<file path="src/rtl/div_seq_unit.sv">
// EX-stage DIV/DIVU decoder driving a WIDTH-cycle restoring radix-2 divider.
// Results land on hi_o (remainder) / lo_o (quotient) with a one-shot hilo_we commit.
module div_seq_unit #(
   parameter int unsigned WIDTH      = 32,
   parameter logic [5:0]  RTYPE_OP   = 6'b000000,
   parameter logic [5:0]  DIV_FUNCT  = 6'b011010,
   parameter logic [5:0]  DIVU_FUNCT = 6'b011011
) (
   input  logic             clk,
   input  logic             rst,
   input  logic [5:0]       op,
   input  logic [5:0]       funct,
   input  logic [WIDTH-1:0] rs_val,
   input  logic [WIDTH-1:0] rt_val,
   input  logic             flush,
   input  logic             ext_stall,
   output logic             stall_div,
   output logic             hilo_we,
   output logic [WIDTH-1:0] hi_o,
   output logic [WIDTH-1:0] lo_o,
   output logic             div_zero
);

   localparam int unsigned CW = $clog2(WIDTH + 1);

   typedef enum logic [1:0] {IDLE, BUSY, DONE} state_t;

   state_t           state;
   logic [CW-1:0]    count;
   logic [WIDTH-1:0] rem, quot, dvsr;
   logic             signed_mode, rs_neg, rt_neg, zero_div;

   logic             is_div, start, is_signed, last_step;
   logic [WIDTH-1:0] rs_mag, rt_mag;
   logic [WIDTH:0]   shifted, diff;
   logic [WIDTH-1:0] rem_nxt, quot_nxt, q_res, r_pre, r_res;

   always_comb begin
      is_div    = (op == RTYPE_OP) && (funct == DIV_FUNCT || funct == DIVU_FUNCT);
      is_signed = (funct == DIV_FUNCT);
      start     = (state == IDLE) && is_div && !flush;
      rs_mag    = (is_signed && rs_val[WIDTH-1]) ? -rs_val : rs_val;
      rt_mag    = (is_signed && rt_val[WIDTH-1]) ? -rt_val : rt_val;

      shifted  = {rem, quot[WIDTH-1]};
      diff     = shifted - {1'b0, dvsr};
      rem_nxt  = diff[WIDTH] ? shifted[WIDTH-1:0] : diff[WIDTH-1:0];
      quot_nxt = {quot[WIDTH-2:0], ~diff[WIDTH]};

      last_step = zero_div || (count == CW'(1));
      q_res = zero_div ? '1
            : ((signed_mode && (rs_neg ^ rt_neg)) ? -quot_nxt : quot_nxt);
      // On a zero divisor quot still holds the dividend magnitude; re-signing it
      // recovers the original rs_val, including the most-negative value.
      r_pre = zero_div ? quot : rem_nxt;
      r_res = (signed_mode && rs_neg) ? -r_pre : r_pre;

      stall_div = start || ((state == BUSY) && !flush);
      hilo_we   = (state == DONE) && !ext_stall && !flush;
      div_zero  = hilo_we && zero_div;
   end

   always_ff @(posedge clk) begin
      if (rst) begin
         state       <= IDLE;
         count       <= '0;
         rem         <= '0;
         quot        <= '0;
         dvsr        <= '0;
         signed_mode <= 1'b0;
         rs_neg      <= 1'b0;
         rt_neg      <= 1'b0;
         zero_div    <= 1'b0;
         hi_o        <= '0;
         lo_o        <= '0;
      end else if (flush) begin
         state <= IDLE;
      end else begin
         case (state)
            IDLE: if (is_div) begin
               signed_mode <= is_signed;
               rs_neg      <= is_signed && rs_val[WIDTH-1];
               rt_neg      <= is_signed && rt_val[WIDTH-1];
               zero_div    <= (rt_val == '0);
               quot        <= rs_mag;
               dvsr        <= rt_mag;
               rem         <= '0;
               count       <= CW'(WIDTH);
               state       <= BUSY;
            end
            BUSY: begin
               rem   <= rem_nxt;
               quot  <= quot_nxt;
               count <= count - 1'b1;
               if (last_step) begin
                  hi_o  <= r_res;
                  lo_o  <= q_res;
                  state <= DONE;
               end
            end
            DONE: if (!ext_stall) state <= IDLE;
            default: state <= IDLE;
         endcase
      end
   end

endmodule

</file>
<file path="config.mk">
export PLATFORM = sky130hd
export DESIGN_NAME = div_seq_unit
export DESIGN_NICKNAME = d
export VERILOG_FILES = /design/src/rtl/div_seq_unit.sv
export SDC_FILE = /design/constraint.sdc
export NUM_CORES = 1
export LEC_CHECK = 0
export BUFFER_PORTS_ARGS = -buffer_cell sky130_fd_sc_hd__buf_2
export CAP_MARGIN = 20
export CELL_PAD_IN_SITES_DETAIL_PLACEMENT = 2
export CELL_PAD_IN_SITES_GLOBAL_PLACEMENT = 2
export CORE_MARGIN = 2
export CORE_UTILIZATION = 35
export DETAILED_ROUTE_END_ITERATION = 8
export PLACE_DENSITY = 0.81
export SKIP_CTS_REPAIR_TIMING = 1
export SYNTH_ARGS = -nofsm -noshare
export SYNTH_HDL_FRONTEND = slang
export SYNTH_SLANG_ARGS = --single-unit
</file>
<file path="constraint.sdc">
create_clock -name clk -period 5.4 [get_ports clk]
set_input_delay 0.27 -clock clk [delete_from_list [all_inputs] [get_ports clk]]
set_output_delay 0.27 -clock clk [all_outputs]
set_load 0.005 [all_outputs]
</file>
==> metrics.txt <==
RR Startpoint=quot[31]$_SDFFE_PP0P_; layout cell share with drive strength beyond 1=roughly 15%; WHS Path Cells=2; syn nets=between 1500 and 2000; Reg2Reg Depth=15; H-tree levels=4; setup TNS=0 ns; critical path class=register to register; MaxCap Viol Count=0; Yosys reg bits=between 150 and 200; Max rail drop VDD=around 0.00023 V; Post-synth EDFFs=0; R2R Path End=hi_o[31]$_SDFFE_PP0P_; CTS Sinks=around 170; Internal Power=roughly 0.0020 W; routability congestion estimate=0.9483; Net Sw Frac=approximately 27%; Clock Path Buffers=2; Antenna Nets Post-Route=0; latest clock arrival within the worst-skew pair=0.47 ns; hold wc startpoint=flush; synthesized-area fraction occupied by and/or/nand/nor cells=22.75%; TritonCTS clock tree=yes; wire per inst=approximately 23 microns; Tmin final=about 5 ns; final setup violation count=0; hpwl dp=between 30 and 40 mm; final antenna diode count=0; DR iter-0 viols=roughly 800; Synth Area in Compound Gates=between 20% and 30%; initial antenna violation count=0; combinational group share of total power=6.1%; DR vias=between 10000 and 15000; Final Net Count=~1900; first-pass GRT wire length=roughly 80 mm; Startpoint Class=register; core area=around 35000 sq um; WL final=between 50 and 60 mm; row count=69; Congestion Overflow GR=0; Max FO, Critical Path=9; Max Slew Vio Count=0; post-route insts no fill=2220; run status=finished, final reports clean; Total Routing Usage GR=roughly 28%; area of the die=approximately 37000 sq um; Final period util=between 90 and 100%; Slew HR=between 30% and 40%; unrepaired setup endpoints after global routing=false; Worst Path Required=~5.7 ns; area growth from synthesis to layout=12.63%; mux contribution to synthesized area=1.309%; worst-margin pin slew=1.043 ns; Syn Inst Count=between 1500 and 2000; Worst Path Arrival=between 5 and 6 ns; Final Hold Vio Count=0; Crit-path slowest cell=a21oi_1; warnings from Yosys=0; Cells after DPL=around 2200; Clock Skews=around 0.018 ns; post-synthesis xor/xnor area fraction=a little under a tenth; Die Ht=between 150 and 200 microns; Reg2Reg Setup Slack=about 0.36 ns; Leakage=5.417 nW; Vias per Instance=around 6.0; largest net degree at the start of global routing=91; syn_area_per_cell=roughly 7.5 sq um; Seq/Total Area, Yosys=between 20% and 30%; nature of the critical path endpoint=register; Root Buffer=clkbuf_16; clk slew on worst S/H paths=roughly 0.08 ns; Synth Flop Type=dfxtp_1; worst hold path type=input pin to register; Net Sw Power=0.0007371 W; synth unique cells=104; First-pass DRT Iterations=5; CP cell instances=inv_1, ha_1, fa_1, nand2b_1, a211oi_4, o2111a_2, o21ai_4, a21oi_1, o21ai_0, a22oi_1, and4b_4, nand4_4, or2_2, nor4b_1, nor3_1; vias in the first global route=~14000; Flop pwr share=between 40% and 50%; largest family of logic cells by synthesized area=compound AO/OA/AOI/OAI gates; starting density of the core=a little over a third; Max Fclk=198.5 MHz; adder-cell share of the synthesized area=3.958%; I/O pin cnt=147; Synth Cell Area=12520 sq um; # DRC=0; Chip Width=~190 microns; WHS Endpoint=state[1]$_SDFFE_PP0P_; total CTS buffers=17; Final Hold Slack=slightly above 0.08 ns; Post-synth ARST share=0%; PwrDens=between 150 and 200 nW/um^2; # port buffers=~150; Clock Power Share=between 40% and 50%; delay of the slowest critical-path stage=~0.76 ns
[registers in the layout, indices dropped and copies added, names as in the netlist]
signal and count:
count 6, quot 32, lo_o 32, state 2
zero_div 1, dvsr 32, rem 32, rs_neg 1
signed_mode 1, hi_o 32, rt_neg 1
[cell usage in the layout, fill, tap and decap left out, drive strengths merged, types with 6 or more instances in the layout]
| master | count |
|---|---|
| nor2 | 263 |
| buf | 178 |
| dfxtp | 172 |
| a21oi | 159 |
| nand2 | 128 |
| a211oi | 99 |
| o21ai | 74 |
| inv | 67 |
| xnor2 | 66 |
| xor2 | 63 |
| nor3 | 52 |
| ha | 38 |
| or3 | 34 |
| a311oi | 25 |
| a22oi | 22 |
| a31oi | 22 |
| nand3 | 21 |
| clkbuf | 20 |
| nor4 | 19 |
| o31ai | 19 |
| and2 | 19 |
| mux2i | 13 |
| o211ai | 13 |
| nand2b | 12 |
| nand4 | 9 |
| a21o | 9 |
| and3 | 8 |
| o21a | 8 |
| a41oi | 7 |
| o41ai | 7 |
| o31a | 7 |
| nor2b | 6 |
| or4 | 6 |
| and4 | 6 |
[per-layer routing]
layer  track usage [%]  routed length, microns  vias up  share of wire [%]
li1                  -                       -     6181                  -
met1             38.58                   24510     6743                 47
met2             44.49                   23570      383                 45
met3             3.529                    2639       71                5.1
met4             9.411                    1455        0                2.8
met5                 0                       0        -                  0
[Yosys cell counts (all sizes together), types with 4 or more instances]
library cell | count | area (sq um)
and4 | 6 | 56.31
nor3 | 52 | 276.5
o31ai | 19 | 156.4
a311oi | 25 | 225.2
mux2i | 13 | 130.1
a41oi | 7 | 61.31
inv | 61 | 229.0
or4 | 6 | 46.30
xnor2 | 66 | 578.1
nand4 | 9 | 71.32
or3 | 34 | 214.0
o21ai | 74 | 385.4
o211ai | 13 | 102.6
buf | 19 | 137.6
nor2 | 263 | 992.2
a22oi | 22 | 165.2
nand3b | 5 | 37.54
o21a | 8 | 61.31
a21o | 9 | 75.07
o221ai | 4 | 41.29
dfxtp | 172 | 3443
or2 | 5 | 31.28
o31a | 7 | 65.06
a31oi | 22 | 137.6
and3 | 8 | 50.05
nor4 | 19 | 118.9
a21oi | 159 | 822.0
o21bai | 4 | 30.03
and2 | 19 | 121.4
o22ai | 4 | 38.79
nor3b | 5 | 37.54
nor2b | 6 | 37.54
nand2b | 12 | 75.07
a221oi | 4 | 35.03
a211oi | 99 | 770.7
nand3 | 21 | 110.1
a31o | 4 | 35.03
o41ai | 7 | 68.82
nand2 | 128 | 488.0
xor2 | 63 | 551.8
ha | 38 | 475.5
a21boi | 4 | 30.03
clkbuf | 95 | 451.7
[critical path, delay by kind of cell, from the launching register on]
kind	cells	cell delay, ns
AOI/OAI and AO/OA	6	2.15
adders and majority gates	2	0.65
and+or+nand+nor	6	1.58
buffers and inverters	1	0.10
DFF	1	0.42
[layout make-up]
cell class | instances | area, sq um
Clock buffer | 19 | 442.9
Clock inverter | 13 | 153.9
Fill cell | 4204 | 21300
Inverter | 61 | 229.0
Multi-Input combinational cell | 1315 | 8279
Sequential cell | 172 | 3443
Tap cell | 461 | 576.8
Timing Repair Buffer | 179 | 975.9
[per-stage QoR]
stage	setup slack (ns)	utilization [%]	total power, W	area [sq um]
global placement	0.6122	38.07	0.001457	13470
finish	0.3632	39.84	0.002734	14100
detailed placement	0.3101	38.08	0.001461	13480
global route	0.04563	39.84	0.002813	14100
floorplan	0.5374	-	0.001382	12520
CTS	0.1887	39.77	0.002754	14080
[how the worst max path moves through the flow]
stage | start | endpoint | cells after the start
after floorplan | quot[31]$_SDFFE_PP0P_ | hi_o[28]$_SDFFE_PP0P_ | 24
after global placement | dvsr[29]$_SDFFE_PP0P_ | hi_o[20]$_SDFFE_PP0P_ | 20
after detailed placement | dvsr[29]$_SDFFE_PP0P_ | hi_o[20]$_SDFFE_PP0P_ | 20
after CTS | quot[31]$_SDFFE_PP0P_ | hi_o[28]$_SDFFE_PP0P_ | 21
after global routing | rem[14]$_SDFFE_PP0P_ | hi_o[20]$_SDFFE_PP0P_ | 19
final | quot[31]$_SDFFE_PP0P_ | hi_o[31]$_SDFFE_PP0P_ | 15
[kinds of logic after synthesis]
kind of cell | Yosys count
compound gates | 525
buf+inv | 176
flops | 172
fa+ha+maj | 39
mux | 16
xor+xnor | 129
simple gates | 606
[power by group through the flow]
stage	clock, W	combinational [W]	sequential (W)
CTS	0.00132	0.000165	0.00127
finish	0.00130	0.000166	0.00127
detailed placement	0	0.000164	0.00130
floorplan	0	0.0000846	0.00130
global route	0.00136	0.000181	0.00127
global placement	0	0.000159	0.00130
(Power assumes the default switching activity.)
